--- config.mk ---
export PLATFORM = sky130hd
export DESIGN_NAME = uart_tx_buffer_flat
export DESIGN_NICKNAME = d
export VERILOG_FILES = /design/src/rtl/uart_pkg.sv /design/src/rtl/uart_tx_buffer_if.sv /design/src/rtl/sync_fifo.sv /design/src/rtl/uart_tx_buffer.sv /design/src/flat_wrapper.sv
export SDC_FILE = /design/constraint.sdc
export NUM_CORES = 1
export LEC_CHECK = 0
export ABC_AREA = 1
export CORE_AREA = 2 2 159 161
export DETAILED_ROUTE_END_ITERATION = 8
export DIE_AREA = 0 0 161 163
export GPL_TIMING_DRIVEN = 1
export PLACE_DENSITY_LB_ADDON = 0.08
export SLEW_MARGIN = 20
export SYNTH_ARGS = -nofsm -noshare
export SYNTH_HDL_FRONTEND = slang
export SYNTH_SLANG_ARGS = --single-unit
--- constraint.sdc ---
create_clock -name clk -period 4.1 [get_ports clk]
set_clock_uncertainty 0.05 [all_clocks]
set_input_delay 0.41 -clock clk [delete_from_list [all_inputs] [get_ports clk]]
set_output_delay 0.41 -clock clk [all_outputs]
set_load 0.03 [all_outputs]
--- src/rtl/uart_pkg.sv ---
// Shared types and constants for the UART transmit buffer.
// Stats counters are built only when UART_TXBUF_STATS_EN is defined.
package uart_pkg;

  typedef logic [7:0] byte_t;

  typedef enum logic [1:0] {
    IDLE,
    LOAD,
    STROBE,
    WAIT
  } txbuf_state_t;

  localparam int unsigned CNT_W = 16;

  // Saturating increment for the statistics counters.
  function automatic logic [CNT_W-1:0] sat_inc(input logic [CNT_W-1:0] v);
    return (&v) ? v : v + CNT_W'(1);
  endfunction

endpackage

--- src/rtl/uart_tx_buffer_if.sv ---
// Producer/UART-facing signal bundle of uart_tx_buffer.
// master = producer and UART side, slave = the buffer itself.
interface uart_tx_buffer_if #(
  parameter int unsigned DEPTH = 16
) ();
  import uart_pkg::*;

  localparam int unsigned CW = $clog2(DEPTH) + 1;

  byte_t            in_data;
  logic             in_valid;
  logic             in_ready;
  logic             afull;
  byte_t            txdata;
  logic             txclk;
  logic             txready;
  logic [CW-1:0]    count;
  logic [CNT_W-1:0] sent_cnt;
  logic [CNT_W-1:0] drop_cnt;

  modport master (
    output in_data, in_valid, txready,
    input  in_ready, afull, txdata, txclk, count, sent_cnt, drop_cnt
  );

  modport slave (
    input  in_data, in_valid, txready,
    output in_ready, afull, txdata, txclk, count, sent_cnt, drop_cnt
  );

endinterface

--- src/rtl/sync_fifo.sv ---
// Single-clock FIFO with occupancy counter; full/empty derive from the count.
// Push while full is accepted only together with a pop.
module sync_fifo #(
  parameter int unsigned WIDTH = 8,
  parameter int unsigned DEPTH = 16
) (
  input  logic                   clk,
  input  logic                   reset,
  input  logic                   push,
  input  logic [WIDTH-1:0]       wdata,
  input  logic                   pop,
  output logic [WIDTH-1:0]       rdata,
  output logic                   full,
  output logic                   empty,
  output logic [$clog2(DEPTH):0] count
);

  localparam int unsigned AW = $clog2(DEPTH);
  localparam int unsigned CW = AW + 1;

  logic [WIDTH-1:0] mem_q [DEPTH];
  logic [AW-1:0]    wr_ptr_q, wr_ptr_d;
  logic [AW-1:0]    rd_ptr_q, rd_ptr_d;
  logic [CW-1:0]    count_q, count_d;
  logic             do_push, do_pop;

  assign full    = (count_q == CW'(DEPTH));
  assign empty   = (count_q == '0);
  assign count   = count_q;
  assign rdata   = mem_q[rd_ptr_q];
  assign do_pop  = pop && !empty;
  assign do_push = push && (!full || do_pop);

  always_comb begin
    wr_ptr_d = wr_ptr_q;
    rd_ptr_d = rd_ptr_q;
    count_d  = count_q;
    if (do_push) wr_ptr_d = wr_ptr_q + AW'(1);
    if (do_pop)  rd_ptr_d = rd_ptr_q + AW'(1);
    unique case ({do_push, do_pop})
      2'b10:   count_d = count_q + CW'(1);
      2'b01:   count_d = count_q - CW'(1);
      default: count_d = count_q;
    endcase
  end

  always_ff @(posedge clk) begin
    if (reset) begin
      wr_ptr_q <= '0;
      rd_ptr_q <= '0;
      count_q  <= '0;
    end else begin
      wr_ptr_q <= wr_ptr_d;
      rd_ptr_q <= rd_ptr_d;
      count_q  <= count_d;
    end
  end

  always_ff @(posedge clk) begin
    if (do_push) mem_q[wr_ptr_q] <= wdata;
  end

endmodule

--- src/rtl/uart_tx_buffer.sv ---
// Byte FIFO feeding a UART transmitter through a LOAD/STROBE/WAIT handshake.
// Define UART_TXBUF_STATS_EN to build the sent/drop statistics counters.
module uart_tx_buffer
  import uart_pkg::*;
#(
  parameter int unsigned DEPTH     = 16,
  parameter int unsigned AFULL_LVL = DEPTH - 2
) (
  input logic             clk,
  input logic             reset,
  uart_tx_buffer_if.slave bus
);

  localparam int unsigned CW = $clog2(DEPTH) + 1;
  localparam logic [CW-1:0] AfullLvl = CW'(AFULL_LVL);

  txbuf_state_t  state_q, state_d;
  byte_t         txdata_q, txdata_d;
  byte_t         pop_byte_q, pop_byte_d;
  byte_t         fifo_rdata;
  logic          fifo_full, fifo_empty, fifo_push, fifo_pop;
  logic [CW-1:0] fifo_count;

  assign fifo_pop  = (state_q == IDLE) && bus.txready && !fifo_empty;
  // A write while full still lands when the same cycle frees a slot.
  assign fifo_push = bus.in_valid && (!fifo_full || fifo_pop);

  sync_fifo #(
    .WIDTH (8),
    .DEPTH (DEPTH)
  ) u_fifo (
    .clk   (clk),
    .reset (reset),
    .push  (fifo_push),
    .wdata (bus.in_data),
    .pop   (fifo_pop),
    .rdata (fifo_rdata),
    .full  (fifo_full),
    .empty (fifo_empty),
    .count (fifo_count)
  );

  always_comb begin
    state_d    = state_q;
    txdata_d   = txdata_q;
    pop_byte_d = pop_byte_q;
    unique case (state_q)
      IDLE: begin
        if (fifo_pop) begin
          // Popped byte is parked here: a push-through at full reuses its slot.
          pop_byte_d = fifo_rdata;
          state_d    = LOAD;
        end
      end
      LOAD: begin
        txdata_d = pop_byte_q;
        state_d  = STROBE;
      end
      STROBE: state_d = WAIT;
      WAIT: begin
        if (!bus.txready) state_d = IDLE;
      end
      default: state_d = IDLE;
    endcase
  end

  always_ff @(posedge clk) begin
    if (reset) begin
      state_q    <= IDLE;
      txdata_q   <= '0;
      pop_byte_q <= '0;
    end else begin
      state_q    <= state_d;
      txdata_q   <= txdata_d;
      pop_byte_q <= pop_byte_d;
    end
  end

  assign bus.txdata   = txdata_q;
  assign bus.txclk    = (state_q == STROBE);
  assign bus.in_ready = !fifo_full;
  assign bus.afull    = (fifo_count >= AfullLvl);
  assign bus.count    = fifo_count;

`ifdef UART_TXBUF_STATS_EN
  logic [CNT_W-1:0] sent_cnt_q, sent_cnt_d;
  logic [CNT_W-1:0] drop_cnt_q, drop_cnt_d;
  logic             drop;

  assign drop = bus.in_valid && fifo_full && !fifo_pop;

  always_comb begin
    sent_cnt_d = sent_cnt_q;
    drop_cnt_d = drop_cnt_q;
    if (state_q == STROBE) sent_cnt_d = sat_inc(sent_cnt_q);
    if (drop)              drop_cnt_d = sat_inc(drop_cnt_q);
  end

  always_ff @(posedge clk) begin
    if (reset) begin
      sent_cnt_q <= '0;
      drop_cnt_q <= '0;
    end else begin
      sent_cnt_q <= sent_cnt_d;
      drop_cnt_q <= drop_cnt_d;
    end
  end

  assign bus.sent_cnt = sent_cnt_q;
  assign bus.drop_cnt = drop_cnt_q;
`else
  assign bus.sent_cnt = '0;
  assign bus.drop_cnt = '0;
`endif

endmodule

--- src/flat_wrapper.sv ---
// flat-port wrapper written by rule: the top's interface ports become plain ports
module uart_tx_buffer_flat import uart_pkg::*;
#(
  parameter int unsigned DEPTH     = 16,
  parameter int unsigned AFULL_LVL = DEPTH - 2
)
  (clk, reset, bus_in_data, bus_in_valid, bus_txready, bus_in_ready, bus_afull, bus_txdata, bus_txclk, bus_count, bus_sent_cnt, bus_drop_cnt);
  uart_tx_buffer_if #(.DEPTH(DEPTH)) bus_i ();
  input logic clk;
  input logic reset;
  input wire logic [$bits(bus_i.in_data)-1:0] bus_in_data;
  input wire logic [$bits(bus_i.in_valid)-1:0] bus_in_valid;
  input wire logic [$bits(bus_i.txready)-1:0] bus_txready;
  output wire logic [$bits(bus_i.in_ready)-1:0] bus_in_ready;
  output wire logic [$bits(bus_i.afull)-1:0] bus_afull;
  output wire logic [$bits(bus_i.txdata)-1:0] bus_txdata;
  output wire logic [$bits(bus_i.txclk)-1:0] bus_txclk;
  output wire logic [$bits(bus_i.count)-1:0] bus_count;
  output wire logic [$bits(bus_i.sent_cnt)-1:0] bus_sent_cnt;
  output wire logic [$bits(bus_i.drop_cnt)-1:0] bus_drop_cnt;
  assign bus_i.in_data = bus_in_data;
  assign bus_i.in_valid = bus_in_valid;
  assign bus_i.txready = bus_txready;
  assign bus_in_ready = bus_i.in_ready;
  assign bus_afull = bus_i.afull;
  assign bus_txdata = bus_i.txdata;
  assign bus_txclk = bus_i.txclk;
  assign bus_count = bus_i.count;
  assign bus_sent_cnt = bus_i.sent_cnt;
  assign bus_drop_cnt = bus_i.drop_cnt;
  uart_tx_buffer #(.DEPTH(DEPTH), .AFULL_LVL(AFULL_LVL)) u_core (.clk(clk), .reset(reset), .bus(bus_i));
endmodule
; Word-level counts from Yosys, hierarchy flattened
; Memories as Yosys holds them, arrays and structs flattened. A register that Yosys moved wholly into a read port is not among the register bits.
; Index checks and enable logic that the tools add are counted.
[word_totals]
in_bits = 12
elab_cells = 39
ff_bits = 23
mem_bits_rw = 128
memories = 1
[classes]
n_lt_le_gt_ge = 1
reduce_logical = 14
muxes = 6
n_eq_ne = 8
n_addsub = 4
[memory_table]
columns = name, words, width, rd, rd_clocked_by_memory_dff, write_ports, line
row1 = u_core.u_fifo.mem_q, 16, 8, 1, 1, 1, sync_fifo.sv:21  ; logic [WIDTH-1:0] mem_q [DEPTH];
[ops]
columns = cell, n
row1 = $pmux 5 s2, 1
row2 = $add 4x1->4 const B, 2
row3 = $pmux 2 s4, 1
row4 = $eq 2x2->1 const B, 3
row5 = $add 5x1->5 const B, 1
row6 = $eq 5x5->1 const B, 1
row7 = $ge 5x4->1 const B, 1
row8 = $logic_and 1x1->1, 5
row9 = $logic_not 5->1, 1
row10 = $sub 5x1->5 const B, 1
row11 = $eq 2x1->1 const B, 2
row12 = $mux 2, 2
row13 = $reduce_and 2->1, 2
row14 = $logic_not 1->1, 2
row15 = $logic_not 2->1, 1
row16 = $logic_or 1x1->1, 2
row17 = $mux 1, 2
row18 = $ne 2x1->1 const B, 1
row19 = $ne 2x2->1 const B, 1
row20 = $reduce_bool 2->1, 1

; Longest topological paths before layout
; Gate-level depths: netlist of run 1.
[logic_depth]
ltp_word = 8
depth_mapped = 18

; Hierarchy
; Synthesis of run 1 repeated with hierarchy kept, for this count alone.
[unflattened]
hier_cells = 669
hier_area_um2 = 7208.2
[by_module_without_submodules]
columns = module, instances, seq_area_each_um2, area_per_inst_um2, cells_each
row1 = sync_fifo, 1, 4184.0, 6217.2, 541
row2 = uart_tx_buffer, 1, 360.3, 991.0, 128

; Worst setup path after synthesis of run 1
; No wires, ideal clock.
[synth_timing]
path_type = reg-to-reg
startpoint = register u_core.u_fifo.count_q[2] (netlist: u_core.u_fifo.count[2])
endpoint = register u_core.u_fifo.count_q[4] (netlist: u_core.u_fifo.count[4])
synth_period_minus_slack_ns = 2.351
setup_time_ns = 0.132
required_time_ns = 3.918
arrival_ns = 2.169
path_stages_with_launch = 16
setup_slack_ns = 1.749
cell_sequence = dfxtp_1 inv_1 nand4_1 nand2_2 inv_2 buf_6 ha_1 xor2_1 ha_1 inv_1 nand2_1 nand3_1 nand3b_1 nand2_1 nand2_1 a21oi_1
[synth_via]
elab_chain_len = 8
word_cells_on_any_way = 16
classes_between = add/sub: 2 / eq/ne: 3 / mux: 1 / reduce/logical: 10
[synth_rtl]
columns = item, line
row1 = start: declaration, sync_fifo.sv:24  ; logic [CW-1:0] count_q, count_d;
row2 = start signal: assignment, sync_fifo.sv:55  ; count_q <= count_d;
row3 = $logic_not 5->1 (*), sync_fifo.sv:28  ; assign empty = (count_q == '0);
row4 = $logic_not 1->1 (*), "sync_fifo.sv:31, uart_tx_buffer.sv:24"
row5 = $logic_and 1x1->1, uart_tx_buffer.sv:24  ; assign fifo_pop = (state_q == IDLE) && bus.txready && !fifo_empty;
row6 = $logic_and 1x1->1 (*), sync_fifo.sv:31  ; assign do_pop = pop && !empty;
row7 = via u_core.u_fifo.do_pop, sync_fifo.sv:25  ; logic do_push, do_pop;
row8 = $logic_or 1x1->1, sync_fifo.sv:32  ; assign do_push = push && (!full || do_pop);
row9 = $logic_and 1x1->1, sync_fifo.sv:32
row10 = $eq 2x1->1 or $eq 2x2->1 (tied branches), sync_fifo.sv:40  ; unique case ({do_push, do_pop})
row11 = $pmux 5 s2 or $reduce_bool 2->1 (tied branches), --
; The timed path passes the listed nets; every way through them passes the cells marked *.
; A chain may end at the register's enable or synchronous reset.

; Worst setup path in the final report of run 1
[layout_timing]
startpoint = register u_core.state_q[1]
endpoint = register u_core.u_fifo.count_q[4] (netlist: u_core.u_fifo.count[4])
[layout_via]
elab_chain_len = 8
word_cells_on_any_way = 12
classes_between = eq/ne: 2 / mux: 1 / reduce/logical: 9
[layout_rtl]
columns = item, line
row1 = start: declaration, uart_tx_buffer.sv:17  ; txbuf_state_t state_q, state_d;
row2 = start signal: assignment, uart_tx_buffer.sv:73  ; state_q <= state_d;
row3 = $logic_not 2->1 (*), uart_tx_buffer.sv:24
row4 = $logic_and 1x1->1 (*) (2 in a row), uart_tx_buffer.sv:24
row5 = $logic_or 1x1->1 or $logic_and 1x1->1 (tied branches), "uart_tx_buffer.sv:26, sync_fifo.sv:31"
row6 = $logic_and 1x1->1 or $logic_or 1x1->1 (tied branches), "uart_tx_buffer.sv:26, sync_fifo.sv:32"
row7 = $logic_and 1x1->1, sync_fifo.sv:32
row8 = $eq 2x1->1 or $eq 2x2->1 (tied branches), sync_fifo.sv:40
row9 = $pmux 5 s2 or $reduce_bool 2->1 (tied branches), --
; Every way passes the cells marked *; elsewhere a longest branch is shown, timed or not.

==> reports/results.ini, run 1 <==
[global_route]
grt_max_degree=67
busiest_layer=met2
first_global_vias=4777
use_met1_pct=18.7
antenna_found_initial=0
grt_pass1_wl_um=27500
grt_util_met3_pct=2.85
grt_usage_pct=14.1
grt_overflow=0
grtUsageMet2_pct=23.2

[floorplanning]
start_util_pct=29.4
core_area_mm2=0.0247
fp-row-count=58
die_w_um=161
io_pins=60
die_y_um=163
die-area_mm2=0.0262

[pwr]
power.leakage_nw=3.46
powerDensity_mw_per_mm2=599
ir_worst_vdd_v=0.000237
finalPower_w=0.00495

[layout]
fill_cells=2558
area.sequential_mm2=0.00447
final_common_cell=nand2_1
num_antenna_cells=0
syn_to_final_growth_pct=13.6
multiInputGateArea_mm2=0.00211
drive_gt1_share_pct=5.51
final_cell_mix=nand2_1, edfxtp_1, inv_1
fin_nets=811

[worst_hold_path]
min-delay-path-class=reg2reg

[setup_path]
cp_common_cell=nand2_1
critPathKind=reg2reg
r2r-end=u_core.u_fifo.count[4]$_SDFFE_PP0P_
path_buf_inv=4
slowest_stage=dfxtp_1
arrival_ns=2.92
cp-startpoint=u_core.state_q[1]$_SDFFE_PP0P_
cp_cell_sequence=inv_1, ha_1, nand2_1, inv_1, nand2_2, inv_2, ha_1, xor2_1, ha_1, inv_1, nand2_1, nand3_1, nand2_1, nand2_1, nand2_1, nand2_1, a21oi_1
critPathRequiredTime_ns=4.40
critical_path_peak_fanout=19
r2r_start=u_core.state_q[1]$_SDFFE_PP0P_
cpPeakStageDelay_ns=0.35
cp.depth=17
reg2reg_depth=17
path_delay_family=adder cells
rrSetupSlack_ns=1.49
setup.worst_path.end=u_core.u_fifo.count[4]$_SDFFE_PP0P_
critPathLaunchType=flip-flop
worstSetupEndpointType=flip-flop

[synthesis]
synth.avg_cell_area_um2=9.48
ys_seq_area_share_pct=61.5
synth_top_area_share_pct=52.9
ys.warnings.count=0
synth_cell_types=26
yosysTopAreaCell=edfxtp_1
ys_top_cells_by_area=edfxtp_1, nand2_1, dfxtp_1, nand3_1, inv_1
synth_area_mm2=0.00726
syn_inst=766
ys_ff_latch=159

[clock_tree]
clock_path_buffers=2
cts_tree=yes
ctsHoldBuffers=0
cts_resized=0
h-tree-depth=4
clkLatencyLatePin_ns=0.42
cts_sinks=159
cts_buffers=17
cts-root-buf=clkbuf_16
postCtsSetupBuffers=0
clk_pin_slew_ns=0.07

[sta]
post-route-period-util_pct=63.8
hold_viol_final=0
slew_headroom_pct=32.6
fmax_ghz=0.382
period_needed_ns=2.61
tns_ns=0
rsz0062_at_grt=no
finalSetupViolations=0
final_max_slew_viol_count=0
worst_slew_pin_slew_ns=1.01

[routing]
drtPass1Iterations=4
finalWirelength_um=17800
drt_drc_violations_left=0
antenna_left=0
vias=4856
vias_per_cell=4.30
detail_route.wl_per_cell_um=15.7
drt_iter0_drc=294

[run_status]
status=finished clean

[job]
cap_violations=0

[placed_design]
place_hpwl_um=11700
gp_congestion=0.800
io_buffers=27

==> area by class of cell <==
cell class / instances / share of cell area, %
clock buffer: 17 / 5.15
clock inverter: 15 / 1.74
inverter: 103 / 4.68
multi-input combinational: 472 / 25.6
sequential: 159 / 54.1
tap: 330 / 5.00
timing repair buffer: 32 / 3.73
==> metal layers <==
layer | vias to the layer above | routed length (µm)
met1 | 2323 | 8480
met3 | 16 | 538
met4 | 0 | 278
met2 | 87 | 8450
li1 | 2430 | -
met5 | - | 0
==> cells in the mapped netlist, drive strengths merged <==
master    n
nor2     48
clkbuf    6
xnor2     1
a21boi    2
nand4     1
edfxtp  128
o21ai    14
a21oi    16
dfxtp    31
buf      57
nand3b    1
conb      1
clkinv    2
o21bai    1
inv     101
o31ai     1
nand2   239
xor2      6
nand3    96
ha       14
==> cell families after synthesis <==
family / after synthesis / synth area share [%]
compound gates: 34 / 2.48
simple gates: 385 / 21.7
xor+xnor: 7 / 0.844
flops: 159 / 61.5
other cells: 1 / 0.0516
buf+inv: 166 / 11.1
fa+ha+maj: 14 / 2.41
==> where the power goes <==
group / internal [W] / switching (W)
Sequential: 0.00187 / 0.0000823
Clock: 0.000805 / 0.000718
Combinational: 0.000449 / 0.00102
Total: 0.00312 / 0.00182
==> worst reg2reg max path: stages (launching register included) <==
cell and delay [ns]:
dfxtp_1 0.35, inv_1 0.12, ha_1 0.18, nand2_1 0.07, inv_1 0.07, nand2_2 0.12, inv_2 0.28, ha_1 0.33
xor2_1 0.22, ha_1 0.19, inv_1 0.04, nand2_1 0.10, nand3_1 0.12, nand2_1 0.07, nand2_1 0.04, nand2_1 0.06
nand2_1 0.04, a21oi_1 0.10
==> metrics by stage <==
step                      std cells  worst slack [ns]  hold WS [ns]  utilization (%)  cell area [µm²]
after floorplan                 797              1.75         0.384                -             7380
after global placement         1096              1.32         0.424             31.2             7690
after detailed placement       1096              1.23         0.419             31.2             7690
after CTS                      1128              1.47         0.420             33.5             8260
after global routing           1128              1.18         0.451             33.5             8260
final                          1128              1.49         0.410             33.5             8260
==> registers in the layout (all words and copies together), names as in the netlist <==
signal / count
u_core.bus.txdata: 8
u_core.pop_byte_q: 8
u_core.state_q: 2
u_core.u_fifo.count: 5
u_core.u_fifo.mem_q: 128
u_core.u_fifo.rd_ptr_q: 4
u_core.u_fifo.wr_ptr_q: 4
==> worst min-delay path by stage <==
stage	from	to	slack (ns)	cells past startpoint
after floorplan	u_core.pop_byte_q[1]$_SDFFE_PP0P_	u_core.bus.txdata[1]$_SDFFE_PP0N_	0.38	2
after CTS	u_core.pop_byte_q[1]$_SDFFE_PP0P_	u_core.bus.txdata[1]$_SDFFE_PP0N_	0.42	2
after global routing	u_core.pop_byte_q[1]$_SDFFE_PP0P_	u_core.bus.txdata[1]$_SDFFE_PP0N_	0.45	2
after detailed placement	u_core.pop_byte_q[1]$_SDFFE_PP0P_	u_core.bus.txdata[1]$_SDFFE_PP0N_	0.42	2
final	u_core.pop_byte_q[1]$_SDFFE_PP0P_	u_core.bus.txdata[1]$_SDFFE_PP0N_	0.41	2
after global placement	u_core.pop_byte_q[1]$_SDFFE_PP0P_	u_core.bus.txdata[1]$_SDFFE_PP0N_	0.42	2
(Power assumes the default switching activity.)
==> run 2: changes to the inputs <==
clock period = 2.37 ns   (was 4.1 ns; I/O delays follow)
==> run 2 against run 1 <==
First-iteration DRC count fell by 6.1%. Sequential power is 72% higher. Sequential share of layout area decreased by 1.6 points. Total power grew 76%. Combinational power is 82% higher. Clock power is 77% higher. Die area is the same. Maximum frequency grew 21%. Non-clock buffer count rose by 24. Utilization grew 1.0 points.
==> reports/results.ini, run 2 (same netlist as run 1, synthesis figures left out) <==
[global_route]
grt_usage_pct=14.0  ; -0.10 points
first_global_vias=4769  ; -0.17%
grt_max_degree=67  ; unchanged
antenna_found_initial=0  ; unchanged
grt_pass1_wl_um=27300  ; -0.65%
grt_overflow=0  ; unchanged

[worst_hold_path]
min-delay-path-class=reg2reg

[routing]
drt_drc_violations_left=0  ; unchanged
vias=4951  ; +2.0%
vias_per_cell=4.30  ; -0.17%
finalWirelength_um=17600  ; -0.89%
antenna_left=0  ; unchanged
drt_iter0_drc=276  ; -6.1%
drtPass1Iterations=4  ; unchanged
detail_route.wl_per_cell_um=15.3  ; -3.0%

[setup_path]
critPathLaunchType=flip-flop
critPathRequiredTime_ns=2.68  ; -1.72 ns
worstSetupEndpointType=flip-flop
cp_common_cell=nand2_1
arrival_ns=2.47  ; -0.45 ns
path_buf_inv=5  ; +1
cpPeakStageDelay_ns=0.39  ; +0.04 ns
path_delay_family=adder cells
critPathKind=reg2reg
critical_path_peak_fanout=5  ; -14
slowest_stage=dfxtp_1
cp_cell_sequence=inv_1, ha_1, nand2_1, inv_1, nand2_2, inv_2, ha_4, ha_1, inv_1, o21bai_1, inv_1, nand2_1, nand2_1, nand2_1, nand2_1, a21oi_1

[sta]
period_needed_ns=2.16  ; -0.454 ns
rsz0062_at_grt=no
final_max_slew_viol_count=0  ; unchanged
worst_slew_pin_slew_ns=0.748  ; -0.261 ns
post-route-period-util_pct=91.2  ; +27 points
slew_headroom_pct=50.0  ; +17 points
fmax_ghz=0.463  ; +21%
finalSetupViolations=0  ; unchanged
tns_ns=0  ; unchanged
fin_ws_ns=0.209  ; -1.28 ns
hold_viol_final=0  ; unchanged

[clock_tree]
clk_pin_slew_ns=0.07  ; about the same
clock_path_buffers=2  ; unchanged
clkLatencyLatePin_ns=0.42  ; about the same
cts_tree=yes
cts-root-buf=clkbuf_16
cts_buffers=17  ; unchanged
postCtsSetupBuffers=0  ; unchanged
cts_sinks=159  ; unchanged
h-tree-depth=4  ; unchanged

[layout]
num_antenna_cells=0  ; unchanged
largest_reg_flops=128  ; unchanged
final_cell_mix=nand2_1, edfxtp_1, inv_1
fill_cells=2551  ; -0.27%
syn_to_final_growth_pct=17.0
fin_nets=835  ; +3.0%
regMostFlops=u_core.u_fifo.mem_q
drive_gt1_share_pct=8.52  ; +3.0 points
final_common_cell=nand2_1

[floorplanning]
die-area_mm2=0.0262  ; unchanged
core_area_mm2=0.0247  ; unchanged
die_w_um=161  ; unchanged
io_pins=60  ; unchanged
start_util_pct=29.4  ; unchanged
fp-row-count=58  ; unchanged
die_y_um=163  ; unchanged

[placed_design]
post-place-ws_ns=0.0779  ; -1.15 ns
io_buffers=27  ; unchanged
gp_congestion=0.820  ; +2.5%
place_hpwl_um=11600  ; -0.57%

[job]
cap_violations=0  ; unchanged

[pwr]
ir_worst_vdd_v=0.000464  ; +96%
finalPower_w=0.00873  ; +76%
power.leakage_nw=3.63  ; +4.9%
powerDensity_mw_per_mm2=1030  ; +71%

[run_status]
status=finished clean

-- run 2: worst paths after layout --
kind                                                   startpoint                                  end  slack (ns)  cells after the start
worst max-delay path               u_core.state_q[1]$_SDFFE_PP0P_  u_core.u_fifo.count[4]$_SDFFE_PP0P_        0.21                     16
worst min-delay path            u_core.pop_byte_q[2]$_SDFFE_PP0P_    u_core.bus.txdata[2]$_SDFFE_PP0N_        0.42                      2
worst max register to register     u_core.state_q[1]$_SDFFE_PP0P_  u_core.u_fifo.count[4]$_SDFFE_PP0P_        0.21                     16
worst min register to register  u_core.pop_byte_q[2]$_SDFFE_PP0P_    u_core.bus.txdata[2]$_SDFFE_PP0N_        0.42                      2
-- run 2: through the flow --
step	cells	util, %	hold slack [ns]	area [µm²]
floorplan	797	-	0.286	7380
global placement	1120	32.0	0.417	7890
detailed placement	1120	32.0	0.423	7890
CTS	1152	34.4	0.428	8480
global route	1152	34.5	0.449	8500
finish	1152	34.5	0.415	8500
-- run 2: per-layer routing --
layer,global-route usage [%],vias to the layer above,part of all wire [%]
met2,24.1,109,50
met5,0,-,0
met1,18.1,2354,45
met4,3.86,0,1.2
met3,2.78,10,3.7
li1,-,2478,-
-- run 2: where the power goes --
group	internal, W	switching [W]	total [W]
sequential	0.00324	0.000128	0.00336
combinational	0.000877	0.00180	0.00268
clock	0.00142	0.00127	0.00269
total	0.00553	0.00320	0.00873
-- run 2: area by class of cell --
cell class / instances / area [µm²] / share of cell area (%)
clock inverter: 15 / 161 / 1.90
inverter: 103 / 387 / 4.55
sequential: 159 / 4470 / 52.5
tap: 330 / 413 / 4.86
timing repair buffer: 56 / 515 / 6.06
multi-input combinational: 472 / 2130 / 25.1
clock buffer: 17 / 425 / 5.00
-- run 2: worst min-delay path, cell delays in order (launching register included) --
cell and delay (ns):
dfxtp_1 0.30, inv_1 0.06, a21oi_1 0.06
-- run 2: what timing repair did --
action,4_1_cts,5_1_grt
gates resized for setup,0,6
endpoints found under the setup margin,0,4
hold buffers,0,0
==> run 3: changes to the inputs <==
clock period = 1.85 ns   (was 2.37 ns; I/O delays follow)
==> run 3 against run 2 <==
The flow now finishes with violations (negative setup slack). Global-route usage is 0.78 points higher. Largest cell class unchanged. Total power is 37% higher. Non-clock buffer count is 27 higher. Via count is 3.3% higher. Setup slack worse by 0.29 ns. Critical path type unchanged. Highest routed layer unchanged. Cell area is 6.6% higher. Register-to-register slack worse by 0.29 ns.
==> reports/results.ini, run 3 (same netlist as run 1, synthesis figures left out) <==
[run_status]
status=complete, but fails checks
violations=negative setup slack

[setup_path]
reg2reg_depth=16  ; unchanged
worstSetupEndpointType=flip-flop
critPathRequiredTime_ns=2.15  ; -0.53 ns
critPathLaunchType=flip-flop
r2r_start=u_core.u_fifo.count[3]$_SDFFE_PP0P_
path_buf_inv=1  ; -4
path_delay_family=simple AND/OR/NAND/NOR gates
cp_cell_sequence=nor2_4, nand3_2, nor2_4, nand2_2, nand2_4, ha_4, xor2_2, ha_2, inv_2, nand2_2, nand3_2, nand2_1, nand2_1, nand2_1, nand2_1, a21oi_2
critPathKind=reg2reg
arrival_ns=2.23  ; -0.24 ns
cp_common_cell=nand2_1
cpPeakStageDelay_ns=0.33  ; -0.06 ns
critical_path_peak_fanout=4  ; -1
slowest_stage=dfxtp_2
rrSetupSlack_ns=-0.08  ; -0.29 ns
r2r-end=u_core.u_fifo.count[4]$_SDFFE_PP0P_

[sta]
worst_slew_pin_slew_ns=0.509  ; -0.240 ns
rsz0062_at_grt=yes
final_max_slew_viol_count=0  ; unchanged
post-route-period-util_pct=104  ; +13 points
finalSetupViolations=43  ; +43
hold_viol_final=0  ; unchanged
fmax_ghz=0.517  ; +12%
slew_headroom_pct=65.9  ; +16 points
period_needed_ns=1.93  ; -0.228 ns
hold_ws_ns=0.411  ; -0.00412 ns
fin_ws_ns=-0.0830  ; -0.292 ns
tns_ns=-1.49  ; -1.49 ns

[worst_hold_path]
hold_end=u_core.bus.txdata[1]$_SDFFE_PP0N_
min_from=u_core.pop_byte_q[1]$_SDFFE_PP0P_
min-delay-path-class=reg2reg
whs_path_depth=2  ; unchanged

[pwr]
ir_worst_vdd_v=0.000568  ; +22%
powerDensity_mw_per_mm2=1320  ; +28%
power.leakage_nw=3.86  ; +6.3%
finalPower_w=0.0119  ; +37%

[routing]
drt_iter0_drc=381  ; +38%
vias=5112  ; +3.3%
vias_per_cell=4.34  ; +0.89%
drtPass1Iterations=4  ; unchanged
drt_drc_violations_left=0  ; unchanged
finalWirelength_um=18600  ; +5.7%
detail_route.wl_per_cell_um=15.8  ; +3.3%
antenna_left=0  ; unchanged

[clock_tree]
ctsHoldBuffers=0  ; unchanged
h-tree-depth=4  ; unchanged
clkLatencyLatePin_ns=0.42  ; about the same
clock_path_buffers=2  ; unchanged
cts_buffers=17  ; unchanged
cts-root-buf=clkbuf_16
clk_pin_slew_ns=0.06  ; about the same
cts_tree=yes
cts_sinks=159  ; unchanged

[layout]
largest_reg_flops=128  ; unchanged
final_cell_mix=nand2_1, edfxtp_1, nand3_1
drive_gt1_share_pct=17.4  ; +8.9 points
regMostFlops=u_core.u_fifo.mem_q
final_common_cell=nand2_1
fin_nets=862  ; +3.2%
num_antenna_cells=0  ; unchanged
syn_to_final_growth_pct=24.7
fin_util_pct=36.7  ; +2.3 points

[global_route]
grt_overflow=0  ; unchanged
grt_usage_pct=14.8  ; +0.78 points
antenna_found_initial=0  ; unchanged
grt_max_degree=67  ; unchanged
first_global_vias=5254  ; +10%
grt_pass1_wl_um=28900  ; +5.7%

[floorplanning]
start_util_pct=29.4  ; unchanged
die_y_um=163  ; unchanged
io_pins=60  ; unchanged
die-area_mm2=0.0262  ; unchanged
die_w_um=161  ; unchanged
fp-row-count=58  ; unchanged
core_area_mm2=0.0247  ; unchanged

[placed_design]
place_hpwl_um=12700  ; +8.9%
io_buffers=27  ; unchanged
post-place-ws_ns=-0.279  ; -0.357 ns
gp_congestion=0.865  ; +5.5%

[job]
cap_violations=0  ; unchanged

==> run 3: changes by cell type in the layout (fill, tap and decap cells not counted), moves of 7 or more <==
cell / before / now
buf_4: 27 / 42
nand2_1: 237 / 226
buf_6: 0 / 10
nor2_1: 48 / 30
inv_1: 98 / 91
nor2_4: 0 / 14
nand2_4: 0 / 8
==> run 3: area by class of cell <==
| type | count | area [µm²] |
|---|---|---|
| timing repair buffer | 83 | 777 |
| clock buffer | 27 | 578 |
| sequential | 159 | 4480 |
| inverter | 103 | 393 |
| tap | 330 | 413 |
| clock inverter | 5 | 35.0 |
| fill | 2504 | 15600 |
| multi-input combinational | 472 | 2380 |
==> run 3: tightest hold or removal path, cell delays in order, from the launching register on <==
cell,delay (ns)
dfxtp_1,0.30
inv_1,0.06
a21oi_1,0.06
==> run 3: stage by stage <==
step | std cells | area (µm²)
floorplan | 797 | 7480
finish | 1179 | 9060
global route | 1179 | 9060
global placement | 1150 | 8240
detailed placement | 1150 | 8240
CTS | 1185 | 8980
==> run 3: worst max path at each step <==
stage / slack [ns] / start / cells after the start / endpoint
after floorplan: -0.21 / u_core.u_fifo.count[0]$_SDFFE_PP0P_ / 15 / u_core.u_fifo.count[4]$_SDFFE_PP0P_
after global placement: -0.31 / bus_txready / 14 / u_core.u_fifo.count[4]$_SDFFE_PP0P_
after detailed placement: -0.28 / bus_txready / 14 / u_core.u_fifo.count[4]$_SDFFE_PP0P_
after CTS: -0.11 / u_core.u_fifo.count[3]$_SDFFE_PP0P_ / 16 / u_core.u_fifo.count[4]$_SDFFE_PP0P_
after global routing: -0.24 / u_core.state_q[0]$_SDFFE_PP0P_ / 16 / u_core.u_fifo.count[3]$_SDFFE_PP0P_
final: -0.08 / u_core.u_fifo.count[3]$_SDFFE_PP0P_ / 16 / u_core.u_fifo.count[4]$_SDFFE_PP0P_
==> run 3: power breakdown <==
group          switching (W)  internal [W]
Sequential          0.000150       0.00417
Clock                0.00141       0.00216
Combinational        0.00259       0.00145
==> run 3: per-layer routing <==
metal,vias to the layer above,share of wire [%],GRT usage (%)
li1,2533,-,-
met1,2415,45,18.9
met2,131,48,24.5
met3,33,4.0,3.08
met4,0,2.9,6.25
met5,-,0,0
==> run 3: repair_timing <==
item,4_1_cts,5_1_grt
setup endpoints to repair,135,116
buffers inserted,3,3
cloned,0,0
pin swaps,12,17
gates resized for setup,36,35
